File: config.mk
export PLATFORM = sky130hd
export DESIGN_NAME = pc_tx_scheduler
export DESIGN_NICKNAME = d
export VERILOG_FILES = /design/src/rtl/pc_tx_scheduler.sv
export SDC_FILE = /design/constraint.sdc
export NUM_CORES = 1
export LEC_CHECK = 0
export ABC_AREA = 1
export CORE_MARGIN = 3
export CORE_UTILIZATION = 41
export DETAILED_ROUTE_END_ITERATION = 8
export PLACE_DENSITY_LB_ADDON = 0.05
export SLEW_MARGIN = 10
export SYNTH_ARGS = -nofsm -noshare
export SYNTH_HDL_FRONTEND = slang
export SYNTH_SLANG_ARGS = --single-unit
File: constraint.sdc
create_clock -name i_clock -period 1.7 [get_ports i_clock]
set_input_delay 0.17 -clock i_clock [delete_from_list [all_inputs] [get_ports i_clock]]
set_output_delay 0.17 -clock i_clock [all_outputs]
set_load 0.01 [all_outputs]
File: src/rtl/pc_tx_scheduler.sv
// pc_tx_scheduler
// Round-robin arbiter feeding 32-bit words from two sources (A, B) into the
// PC_TX serialiser/UART. One word is issued at a time as a one-cycle
// next-word command. Word completion is detected from the UART tx-active
// flag: once it has been low for IDLE_GAP_CLKS consecutive cycles the word
// is finished. If the flag never rises within START_TIMEOUT_CLKS cycles of
// a command, o_timeout pulses and the word is dropped (no retry).
//
// Optional build macro: PC_TX_SCHED_HDR_EN
//   When defined, every grant sends a header word {16'hA55A, 15'h0, src}
//   (src 0 = A, 1 = B) before the payload. The header has the same start
//   timeout and completion rules as the payload. A header timeout drops
//   the payload.
//
// Ports
//   i_clock, i_reset        clock, asynchronous active-high reset
//   i_req_a / i_word_a      source A request and word
//   i_req_b / i_word_b      source B request and word
//   o_grant_a / o_grant_b   one-cycle pulse: that source's word was taken
//   i_tx_busy               tx-active flag from PC_TX
//   o_tx_word               word presented to PC_TX
//   o_tx_next_word_cmd      one-cycle command to PC_TX
//   o_sched_busy            high whenever the FSM is not in IDLE
//   o_timeout               one-cycle pulse on start timeout
//   o_dbg_state             current FSM state encoding, for observation
//
// Handshake: a source raises i_req_x with i_word_x stable and holds both
// until it sees o_grant_x. The grant is a one-cycle acknowledge that the
// word was captured; from the next cycle the source either drops i_req_x
// or presents its next word. A request still high then is a new word.

module pc_tx_scheduler #(
  parameter int IDLE_GAP_CLKS      = 16,
  parameter int START_TIMEOUT_CLKS = 64,
  parameter int CNT_W              = 8
) (
  input  logic        i_clock,
  input  logic        i_reset,
  input  logic        i_req_a,
  input  logic [31:0] i_word_a,
  input  logic        i_req_b,
  input  logic [31:0] i_word_b,
  output logic        o_grant_a,
  output logic        o_grant_b,
  input  logic        i_tx_busy,
  output logic [31:0] o_tx_word,
  output logic        o_tx_next_word_cmd,
  output logic        o_sched_busy,
  output logic        o_timeout,
  output logic [2:0]  o_dbg_state
);

  typedef enum logic [2:0] {
    IDLE       = 3'd0,
    WAIT_START = 3'd1,
    WAIT_DONE  = 3'd2,
    HDR_START  = 3'd3,
    HDR_DONE   = 3'd4
  } state_t;

  localparam logic [CNT_W-1:0] START_LAST = CNT_W'(START_TIMEOUT_CLKS - 1);
  localparam logic [CNT_W-1:0] GAP_LAST   = CNT_W'(IDLE_GAP_CLKS - 1);

  state_t            state_q, state_d;
  logic [CNT_W-1:0]  cnt_q, cnt_d;
  logic              prio_b_q, prio_b_d;   // 1: B wins a tie
  logic              grant_a_q, grant_a_d;
  logic              grant_b_q, grant_b_d;
  logic [31:0]       word_q, word_d;
  logic              cmd_q, cmd_d;
  logic              timeout_q, timeout_d;
  logic              busy_q, busy_d;
  logic              pick_b;
`ifdef PC_TX_SCHED_HDR_EN
  logic [31:0]       payload_q, payload_d;
`endif

  // B wins when it is the only requester, or on a tie when it was not
  // granted last.
  assign pick_b = i_req_b & (~i_req_a | prio_b_q);

  always_comb begin
    state_d   = state_q;
    cnt_d     = cnt_q;
    prio_b_d  = prio_b_q;
    word_d    = word_q;
    grant_a_d = 1'b0;
    grant_b_d = 1'b0;
    cmd_d     = 1'b0;
    timeout_d = 1'b0;
`ifdef PC_TX_SCHED_HDR_EN
    payload_d = payload_q;
`endif
    case (state_q)
      IDLE: begin
        if (i_req_a | i_req_b) begin
          grant_a_d = ~pick_b;
          grant_b_d = pick_b;
          prio_b_d  = ~pick_b;
          cmd_d     = 1'b1;
          cnt_d     = '0;
`ifdef PC_TX_SCHED_HDR_EN
          word_d    = {16'hA55A, 15'h0, pick_b};
          payload_d = pick_b ? i_word_b : i_word_a;
          state_d   = HDR_START;
`else
          word_d    = pick_b ? i_word_b : i_word_a;
          state_d   = WAIT_START;
`endif
        end
      end
      WAIT_START: begin
        if (i_tx_busy) begin
          cnt_d   = '0;
          state_d = WAIT_DONE;
        end else if (cnt_q == START_LAST) begin
          timeout_d = 1'b1;
          cnt_d     = '0;
          state_d   = IDLE;
        end else begin
          cnt_d = cnt_q + CNT_W'(1);
        end
      end
      WAIT_DONE: begin
        // The flag drops briefly between bytes; only a full quiet window
        // means the last byte has gone out.
        if (i_tx_busy) begin
          cnt_d = '0;
        end else if (cnt_q == GAP_LAST) begin
          cnt_d   = '0;
          state_d = IDLE;
        end else begin
          cnt_d = cnt_q + CNT_W'(1);
        end
      end
`ifdef PC_TX_SCHED_HDR_EN
      HDR_START: begin
        if (i_tx_busy) begin
          cnt_d   = '0;
          state_d = HDR_DONE;
        end else if (cnt_q == START_LAST) begin
          // Header never started: the payload is abandoned.
          timeout_d = 1'b1;
          cnt_d     = '0;
          state_d   = IDLE;
        end else begin
          cnt_d = cnt_q + CNT_W'(1);
        end
      end
      HDR_DONE: begin
        if (i_tx_busy) begin
          cnt_d = '0;
        end else if (cnt_q == GAP_LAST) begin
          // Header finished: issue the latched payload straight away.
          word_d  = payload_q;
          cmd_d   = 1'b1;
          cnt_d   = '0;
          state_d = WAIT_START;
        end else begin
          cnt_d = cnt_q + CNT_W'(1);
        end
      end
`endif
      default: begin
        cnt_d   = '0;
        state_d = IDLE;
      end
    endcase
    busy_d = (state_d != IDLE);
  end

  always_ff @(posedge i_clock or posedge i_reset) begin
    if (i_reset) begin
      state_q   <= IDLE;
      cnt_q     <= '0;
      prio_b_q  <= 1'b0;
      grant_a_q <= 1'b0;
      grant_b_q <= 1'b0;
      word_q    <= 32'h0;
      cmd_q     <= 1'b0;
      timeout_q <= 1'b0;
      busy_q    <= 1'b0;
`ifdef PC_TX_SCHED_HDR_EN
      payload_q <= 32'h0;
`endif
    end else begin
      state_q   <= state_d;
      cnt_q     <= cnt_d;
      prio_b_q  <= prio_b_d;
      grant_a_q <= grant_a_d;
      grant_b_q <= grant_b_d;
      word_q    <= word_d;
      cmd_q     <= cmd_d;
      timeout_q <= timeout_d;
      busy_q    <= busy_d;
`ifdef PC_TX_SCHED_HDR_EN
      payload_q <= payload_d;
`endif
    end
  end

  assign o_grant_a          = grant_a_q;
  assign o_grant_b          = grant_b_q;
  assign o_tx_word          = word_q;
  assign o_tx_next_word_cmd = cmd_q;
  assign o_sched_busy       = busy_q;
  assign o_timeout          = timeout_q;
  assign o_dbg_state        = state_q;

endmodule

==> flow_metrics.py, run 1 <==
metrics = {
    "outcome": {
        "status": "finished clean",
    },
    "cells_and_area": {
        "area_growth_pct": 53.9,
        "diodes": 0,
        "multiInputGateArea_um2": 945,
        "seqCellArea_um2": 1230,
        "n_fill_cell": 430,
        "final_nets": 463,
        "drive_above_1_share": 0.0763,
        "final_cells": 463,
    },
    "timing": {
        "fin_tns_setup_ns": 0,
        "grt_setup_unrepaired": "false",
        "drv_slew": 0,
        "fin_hold_ws_ns": 0.219,
        "setup_viol_count_final": 0,
        "hold_viol": 0,
        "setup_slack_ns": 0.241,
        "fin_worst_skew_ns": 0.00215,
        "period_needed_ns": 1.46,
        "fin_crit_sh": 0.858,
        "max_freq_mhz": 685,
    },
    "logic_synthesis": {
        "synth_edf_count": 0,
        "syn-num-nets": 350,
        "ys_types": 24,
        "synthCells": 280,
        "synth-seq-cells": 49,
        "syn_area_um2": 2340,
        "ys_warn_count": 0,
        "synth_common_cells": "nand2_1 (64), o21ai_1 (54), dfrtp_1 (49), nor2_1 (41), inv_1 (16)",
        "yosysMostFrequentCell": "nand2_1",
        "synthArstFlopShare": 1.00,
        "ys_seq_area_frac": 0.525,
        "yosys.area.top_type": "dfrtp_1",
        "avgSynthCellArea_um2": 8.35,
        "yosysTopAreaCellShare": 0.525,
        "netlist_top_cells_area": "dfrtp_1 (52%), o21ai_1 (12%), nand2_1 (10%)",
        "synth-main-ff-cell": "dfrtp_1",
    },
    "floorplan": {
        "io_pins": 109,
        "dieArea_um2": 6640,
        "core_area_um2": 5300,
        "placementRows": 26,
        "chipWidth_um": 81.5,
        "chipHeight_um": 81.5,
        "start_util": 0.441,
    },
    "critical_path": {
        "crit_path_end_kind": "register",
        "cp_slowest_cell": "dfrtp_1",
        "reg2reg_slack_ns": 0.24,
        "ff2ff_path_depth": 8,
        "worstSetupPathType": "register to register",
        "worstReg2RegEnd": "cnt_q[0]",
        "cp-start-kind": "register",
        "worstPathMaxFanout": 4,
        "critPathArrivalTime_ns": 1.68,
        "worstReg2RegStart": "cnt_q[0]",
        "max_stage_delay_ns": 0.41,
        "crit_top_cell": "nand2_1",
        "path_cells": "ha_1 -> nand2_1 -> inv_1 -> nand3_1 -> nand2_1 -> nand2_1 -> nand2_1 -> a21oi_1",
        "crit_required_ns": 1.92,
    },
    "routing": {
        "routed-via-count": 2234,
        "drtAntennaViolNets": 0,
        "avgViaCountPerCell": 4.83,
        "dr.pass1.iters": 4,
        "drcViolationCount": 0,
        "drtIter0Drc": 95,
        "post_drt_wl_per_cell_um": 13.4,
        "routed_wl_mm": 6.22,
    },
    "placed_design": {
        "place_ws_ns": 0.187,
        "dp_hpwl_mm": 4.60,
        "io_buffers": 108,
        "routabilityCongestion": 0.843,
        "dp_cells": 456,
    },
    "power": {
        "p_total_mw": 3.92,
        "p_leak_nw": 1.60,
        "p_per_area_nw_per_um2": 1090,
        "vdd_drop_max_uv": 584,
    },
    "global_route": {
        "grt_max_degree": 50,
        "grt_pass1_wl_mm": 10.3,
        "grt_pass1_vias": 2133,
        "track_usage": 0.201,
        "grt_overflow": 0,
        "antenna_found_initial": 0,
    },
    "clock_tree": {
        "cts_resized": 0,
        "cts_setup_buffers": 0,
        "clk_latency_ns": 0.29,
        "clock-root-buffer": "clkbuf_8",
        "clkSinkCount": 49,
        "cts_tree": "built",
        "cts_hold_buf": 0,
        "clkTransAtPathRegs_ns": 0.09,
        "cts_buffers": 5,
        "ctsLongestPathBuffers": 2,
        "cts.htree.levels": 2,
    },
    "min_path": {
        "hold_class": "primary input to async pin",
    },
    "job": {
        "drv_cap": 0,
    },
}
[flip-flops by register name, indices dropped and copies added (netlist names)]
signal	flops
o_tx_word	32
o_sched_busy	1
cnt_q	8
prio_b_q	1
o_tx_next_word_cmd	1
o_timeout	1
o_dbg_state	3
o_grant_b	1
o_grant_a	1
[power by group]
part	switching [mW]	leakage [nW]	internal, mW
combinational	0.705	0.940	0.878
sequential	0.163	0.617	1.48
clock	0.373	0.0443	0.324
total	1.24	1.60	2.68
[per-stage QoR]
step	util	cell area (µm²)
after CTS	0.678	3600
after detailed placement	0.662	3510
after floorplan	-	2340
final	0.678	3600
after global routing	0.678	3600
after global placement	0.662	3510
[critical path: cells and delay by family (launching register included)]
kind | cells | cell delay (ns)
and+or+nand+nor | 5 | 0.52
DFF | 1 | 0.41
adders and majority gates | 1 | 0.23
AOI/OAI and AO/OA | 1 | 0.16
buffers and inverters | 1 | 0.06
[how the worst max path moves through the flow]
stage               end      from  slack [ns]  cells after the start
6_report       cnt_q[0]  cnt_q[0]        0.24                      8
5_1_grt        cnt_q[5]  cnt_q[0]        0.07                      6
4_1_cts        cnt_q[0]  cnt_q[0]        0.23                      8
3_5_place_dp   cnt_q[3]   i_req_a        0.19                      7
3_3_place_gp   cnt_q[3]   i_req_a        0.21                      7
2_1_floorplan  cnt_q[0]   i_reset        0.36                      1
[cell usage in the layout (no fill, tap or decap)]
cell	netlist	final
xor2_1	1	1
clkdlybuf4s50_1	0	108
conb_1	1	1
buf_12	0	2
clkbuf_1	0	1
inv_1	16	15
o21ai_1	54	54
nand3b_1	1	1
o21ai_2	7	7
nor2_1	41	41
o21bai_1	1	1
nor2_2	1	1
dfrtp_1	49	49
nor2_4	1	1
clkbuf_8	0	6
nand2_1	64	64
o21ai_0	6	6
a31oi_1	1	1
nor2_8	1	1
inv_2	1	2
nand4_1	3	3
a21oi_1	5	5
ha_1	1	1
nor3_1	2	2
nand2_2	1	1
nand3_1	9	9
buf_4	0	9
[layout make-up]
class,instances,area share
inverter,17,0.0177
tap,70,0.0243
clock buffer,7,0.0240
multi-input combinational,201,0.263
timing repair buffer,119,0.330
sequential,49,0.341
[cells by family (layout without fill, tap and decap cells)]
kind of cell / Yosys count / after routing / share of synthesized area
simple gates: 124 / 124 / 0.222
compound gates: 74 / 74 / 0.171
flops: 49 / 49 / 0.525
buf+inv: 30 / 143 / 0.0712
fa+ha+maj: 1 / 1 / 0.00535
other cells: 1 / 1 / 0.00160
xor+xnor: 1 / 1 / 0.00375
[per-layer routing]
layer	part of all wire	global-route usage	vias to the layer above	wire length [µm]
met2	0.46	0.322	75	2850
met3	0.086	0.0647	9	538
met1	0.44	0.257	1018	2730
li1	-	-	1132	-
met4	0.016	0.0693	0	102
met5	0	0	-	0
Power figures use the tool's default switching activity.
==> inputs of run 2 (changes only) <==
--- a/config.mk
+++ b/config.mk
@@ -10,6 +10,7 @@
 export CORE_UTILIZATION = 41
 export DETAILED_ROUTE_END_ITERATION = 8
 export PLACE_DENSITY_LB_ADDON = 0.05
+export REMOVE_ABC_BUFFERS = 1
 export SLEW_MARGIN = 10
 export SYNTH_ARGS = -nofsm -noshare
 export SYNTH_HDL_FRONTEND = slang
==> run 2 against run 1 <==
  * First-iteration DRC count rose by 11%
  * Total power rose by 0.38%
  * Critical path depth fell by 2
  * Largest cell class is now non-clock buffers
  * Sequential power barely moved
==> flow_metrics.py, run 2 (same netlist as run 1, synthesis figures left out) <==
metrics = {
    "outcome": {
        "status": "finished clean",
    },
    "floorplan": {
        "chipHeight_um": 81.5,
        "io_pins": 109,
        "dieArea_um2": 6640,
        "core_area_um2": 5300,
        "placementRows": 26,
        "chipWidth_um": 81.5,
        "start_util": 0.441,
    },
    "clock_tree": {
        "clkSinkCount": 49,
        "cts.htree.levels": 2,
        "ctsLongestPathBuffers": 2,
        "clk_latency_ns": 0.30,
        "clkTransAtPathRegs_ns": 0.08,
        "cts_tree": "built",
        "cts_resized": 0,
        "cts_buffers": 5,
        "cts_hold_buf": 0,
        "clock-root-buffer": "clkbuf_8",
        "cts_setup_buffers": 0,
    },
    "critical_path": {
        "worstReg2RegStart": "cnt_q[0]",
        "crit_top_cell": "nand2_1",
        "crit_path_end_kind": "register",
        "worstSetupPathType": "register to register",
        "max_stage_delay_ns": 0.40,
        "critPathArrivalTime_ns": 1.65,
        "reg2reg_slack_ns": 0.24,
        "ff2ff_path_depth": 6,
        "cp_slowest_cell": "dfrtp_1",
        "crit_required_ns": 1.89,
        "path_cells": "ha_1 -> nand3_1 -> o21ai_1 -> nand2_1 -> nand2_1 -> a21oi_1",
        "worstPathMaxFanout": 4,
        "worstReg2RegEnd": "cnt_q[0]",
        "cp-start-kind": "register",
    },
    "cells_and_area": {
        "layout_commonest_cell": "clkdlybuf4s50_1",
        "largest_reg_flops": 32,
        "area_growth_pct": 55.5,
        "final_nets": 462,
        "final_cell_mix": "clkdlybuf4s50_1 (108), nand2_1 (64), o21ai_1 (54)",
        "drive_above_1_share": 0.0712,
        "diodes": 0,
        "utilization": 0.685,
    },
    "global_route": {
        "grt_pass1_wl_mm": 10.4,
        "antenna_found_initial": 0,
        "grt_max_degree": 35,
        "track_usage": 0.205,
        "grt_pass1_vias": 2251,
        "grt_overflow": 0,
    },
    "power": {
        "p_per_area_nw_per_um2": 1080,
        "p_total_mw": 3.93,
        "p_leak_nw": 1.61,
        "vdd_drop_max_uv": 527,
    },
    "placed_design": {
        "routabilityCongestion": 0.817,
        "io_buffers": 108,
        "dp_hpwl_mm": 4.74,
    },
    "timing": {
        "drv_slew": 0,
        "period_needed_ns": 1.46,
        "fin_worst_skew_ns": 0.00376,
        "setup_viol_count_final": 0,
        "fin_crit_sh": 0.860,
        "grt_setup_unrepaired": "false",
        "fin_hold_ws_ns": 0.158,
        "hold_viol": 0,
        "max_freq_mhz": 684,
    },
    "routing": {
        "drtAntennaViolNets": 0,
        "post_drt_wl_per_cell_um": 14.1,
        "routed_wl_mm": 6.52,
        "avgViaCountPerCell": 4.98,
        "dr.pass1.iters": 5,
        "drcViolationCount": 0,
        "routed-via-count": 2307,
        "drtIter0Drc": 105,
    },
    "job": {
        "drv_cap": 0,
    },
    "min_path": {
        "hold_class": "primary input to async pin",
    },
}
-- run 2: per-stage QoR --
step           area [µm²]  worst slack [ns]  std cells  setup TNS, ns
3_5_place_dp         3550             0.153        455              0
4_1_cts              3630             0.243        463              0
6_report             3630             0.239        463              0
5_1_grt              3630            0.0716        463              0
3_3_place_gp         3550             0.184        455              0
2_1_floorplan        2230            -0.357        267         -11.38
-- run 2: worst max path at each step --
stage	to	slack, ns	cells after the start	startpoint
final	cnt_q[0]	0.24	6	cnt_q[0]
after floorplan	o_tx_word[20]	-0.36	6	prio_b_q
after CTS	cnt_q[0]	0.24	8	cnt_q[0]
after global routing	cnt_q[4]	0.07	6	cnt_q[0]
after global placement	o_tx_word[22]	0.18	7	i_req_a
after detailed placement	o_tx_word[2]	0.15	8	i_req_a
-- run 2: where the power goes --
group,internal [mW],switching [mW],total [mW],leakage [nW]
sequential,1.48,0.174,1.65,0.617
combinational,0.896,0.718,1.61,0.954
clock,0.293,0.376,0.669,0.0395
total,2.67,1.27,3.93,1.61
-- run 2: routing by layer --
layer / global-route usage / up-vias / part of all wire
met5: 0 / - / 0
met4: 0.0743 / 0 / 0.021
met3: 0.0789 / 12 / 0.10
li1: - / 1132 / -
met2: 0.345 / 101 / 0.48
met1: 0.236 / 1062 / 0.40
-- run 2: critical path, delay by kind of cell (launching register included) --
| family | cells | cell delay (ns) |
|---|---|---|
| DFF | 1 | 0.40 |
| AOI/OAI and AO/OA | 2 | 0.33 |
| and+or+nand+nor | 3 | 0.41 |
| adders and majority gates | 1 | 0.21 |
-- run 2: final cells by class --
| cell class | instances | area [µm²] |
|---|---|---|
| repair buffers | 118 | 1230 |
| fillers | 435 | 1670 |
| inverters | 17 | 63.8 |
| clock buffers | 8 | 80.1 |
| well taps | 70 | 87.6 |
| flip-flops and latches | 49 | 1230 |
| multi-input cells | 201 | 945 |
==> inputs of run 3 (changes only) <==
==> constraint.sdc (replaced) <==
create_clock -name i_clock -period 1.35 [get_ports i_clock]
set_input_delay 0.135 -clock i_clock [delete_from_list [all_inputs] [get_ports i_clock]]
set_output_delay 0.135 -clock i_clock [all_outputs]
set_load 0.01 [all_outputs]
==> run 3 against run 2 <==
  * The run now ends with setup timing left
  * Combinational power grew 36%
  * Final cell count grew 4.8%
  * Hold slack gained 0.020 ns
  * Register-to-register slack lost 0.28 ns
  * Utilization grew 7.1 points
  * Highest routed layer unchanged
==> flow_metrics.py, run 3 (same netlist as run 1, synthesis figures left out) <==
metrics = {
    "outcome": {
        "status": "finished with violations",
        "violations": "setup timing",
    },
    "clock_tree": {
        "ctsLongestPathBuffers": 2,
        "cts_hold_buf": 0,
        "clkSinkCount": 49,
        "clkTransAtPathRegs_ns": 0.08,
        "cts_buffers": 5,
        "clk_latency_ns": 0.30,
        "cts_tree": "built",
        "clock-root-buffer": "clkbuf_8",
        "cts.htree.levels": 2,
    },
    "routing": {
        "avgViaCountPerCell": 4.89,
        "drcViolationCount": 0,
        "drtIter0Drc": 131,
        "dr.pass1.iters": 4,
        "routed_wl_mm": 7.18,
        "drtAntennaViolNets": 0,
        "post_drt_wl_per_cell_um": 14.8,
        "routed-via-count": 2372,
    },
    "floorplan": {
        "chipHeight_um": 81.5,
        "start_util": 0.441,
        "core_area_um2": 5300,
        "io_pins": 109,
        "chipWidth_um": 81.5,
        "dieArea_um2": 6640,
        "placementRows": 26,
    },
    "timing": {
        "fin_worst_skew_ns": 0.00626,
        "fin_crit_sh": 1.03,
        "max_freq_mhz": 717,
        "fin_hold_ws_ns": 0.179,
        "drv_slew": 0,
        "hold_viol": 0,
        "setup_viol_count_final": 4,
        "grt_setup_unrepaired": "true",
        "setup_slack_ns": -0.0454,
        "period_needed_ns": 1.40,
    },
    "cells_and_area": {
        "final_cell_mix": "clkdlybuf4s50_1 (75), nand2_1 (57), o21ai_1 (51)",
        "largest_reg_flops": 32,
        "drive_above_1_share": 0.178,
        "design_area_um2": 4010,
        "layout_commonest_cell": "clkdlybuf4s50_1",
        "final_nets": 484,
        "area_growth_pct": 71.7,
        "utilization": 0.757,
        "diodes": 0,
    },
    "critical_path": {
        "worstPathMaxFanout": 6,
        "cp-start-kind": "register",
        "ff2ff_path_depth": 7,
        "cp_slowest_cell": "dfrtp_1",
        "path_cells": "nor2_4 -> nand2_4 -> nor2_8 -> buf_6 -> clkbuf_16 -> o21ai_1 -> o21ai_1",
        "crit_path_end_kind": "register",
        "max_stage_delay_ns": 0.42,
        "worstSetupPathType": "register to register",
        "critPathArrivalTime_ns": 1.62,
        "crit_required_ns": 1.57,
        "crit_top_cell": "o21ai_1",
    },
    "global_route": {
        "grt_pass1_vias": 2354,
        "grt_max_degree": 50,
        "grt_overflow": 0,
        "track_usage": 0.210,
        "grt_pass1_wl_mm": 10.7,
        "antenna_found_initial": 0,
    },
    "placed_design": {
        "dp_hpwl_mm": 4.59,
        "io_buffers": 108,
        "routabilityCongestion": 0.811,
        "dpl_cell_area_um2": 3590,
    },
    "min_path": {
        "hold_class": "primary input to async pin",
    },
    "power": {
        "p_per_area_nw_per_um2": 1270,
        "p_leak_nw": 2.01,
        "vdd_drop_max_uv": 692,
    },
    "job": {
        "drv_cap": 0,
    },
}
-- run 3: cell count changes in the layout (fill, tap and decap cells not counted), sizes merged --
| cell | before | now |
|---|---|---|
| dlymetal6s2s | 0 | 20 |
| clkdlybuf4s50 | 108 | 75 |
| dlygate4sd2 | 0 | 13 |
| clkbuf | 8 | 12 |
| clkinv | 0 | 1 |
| inv | 17 | 16 |
| buf | 10 | 28 |
-- run 3: critical path: cells and delay by family (launching register included) --
kind                   cells  cell delay, ns
AOI/OAI and AO/OA          2            0.21
and+or+nand+nor            3            0.41
DFF                        1            0.42
buffers and inverters      2            0.27
-- run 3: path summary, 6_finish.rpt --
check,start,to,slack (ns)
worst max-delay path,o_dbg_state[2],o_tx_word[6],-0.05
worst min-delay path,i_reset,o_tx_word[27],0.18
worst max register to register,o_dbg_state[2],o_tx_word[6],-0.05
worst min register to register,o_tx_word[30],o_tx_word[30],0.49
max in group asynchronous,i_reset,cnt_q[6],0.94
min in group i_clock,i_word_a[19],o_tx_word[19],0.43
-- run 3: power breakdown --
| part | switching [mW] | total (mW) | internal [mW] |
|---|---|---|---|
| clock network | 0.467 | 0.837 | 0.369 |
| registers | 0.204 | 2.06 | 1.86 |
| logic | 1.01 | 2.19 | 1.18 |
-- run 3: repair_timing --
item,in CTS,in global routing
buffers inserted,0,11
hold endpoints to repair,0,0
cloned,0,5
pin swaps,0,12
endpoints found under the setup margin,18,63
resized for setup,19,53
-- run 3: final cells by class --
type	count	area, µm²
inverters	17	68.8
flip-flops and latches	49	1230
clock buffers	8	80.1
repair buffers	140	1510
multi-input cells	201	1040
fillers	415	1290
well taps	70	87.6
-- run 3: per-layer routing --
layer  global-route usage  part of all wire
met1                0.258              0.43
met2                0.349              0.47
met3               0.0647             0.087
met4               0.0693             0.014
met5                    0                 0
-- run 3: metrics by stage --
step	cells	setup TNS, ns	setup slack, ns	power [mW]
floorplan	267	-22.82	-0.707	2.88
global placement	461	-2.65	-0.114	4.15
detailed placement	461	-2.51	-0.119	4.18
CTS	469	0	0.000964	4.94
global route	485	-2.43	-0.121	5.44
finish	485	-0.0609	-0.0454	5.09
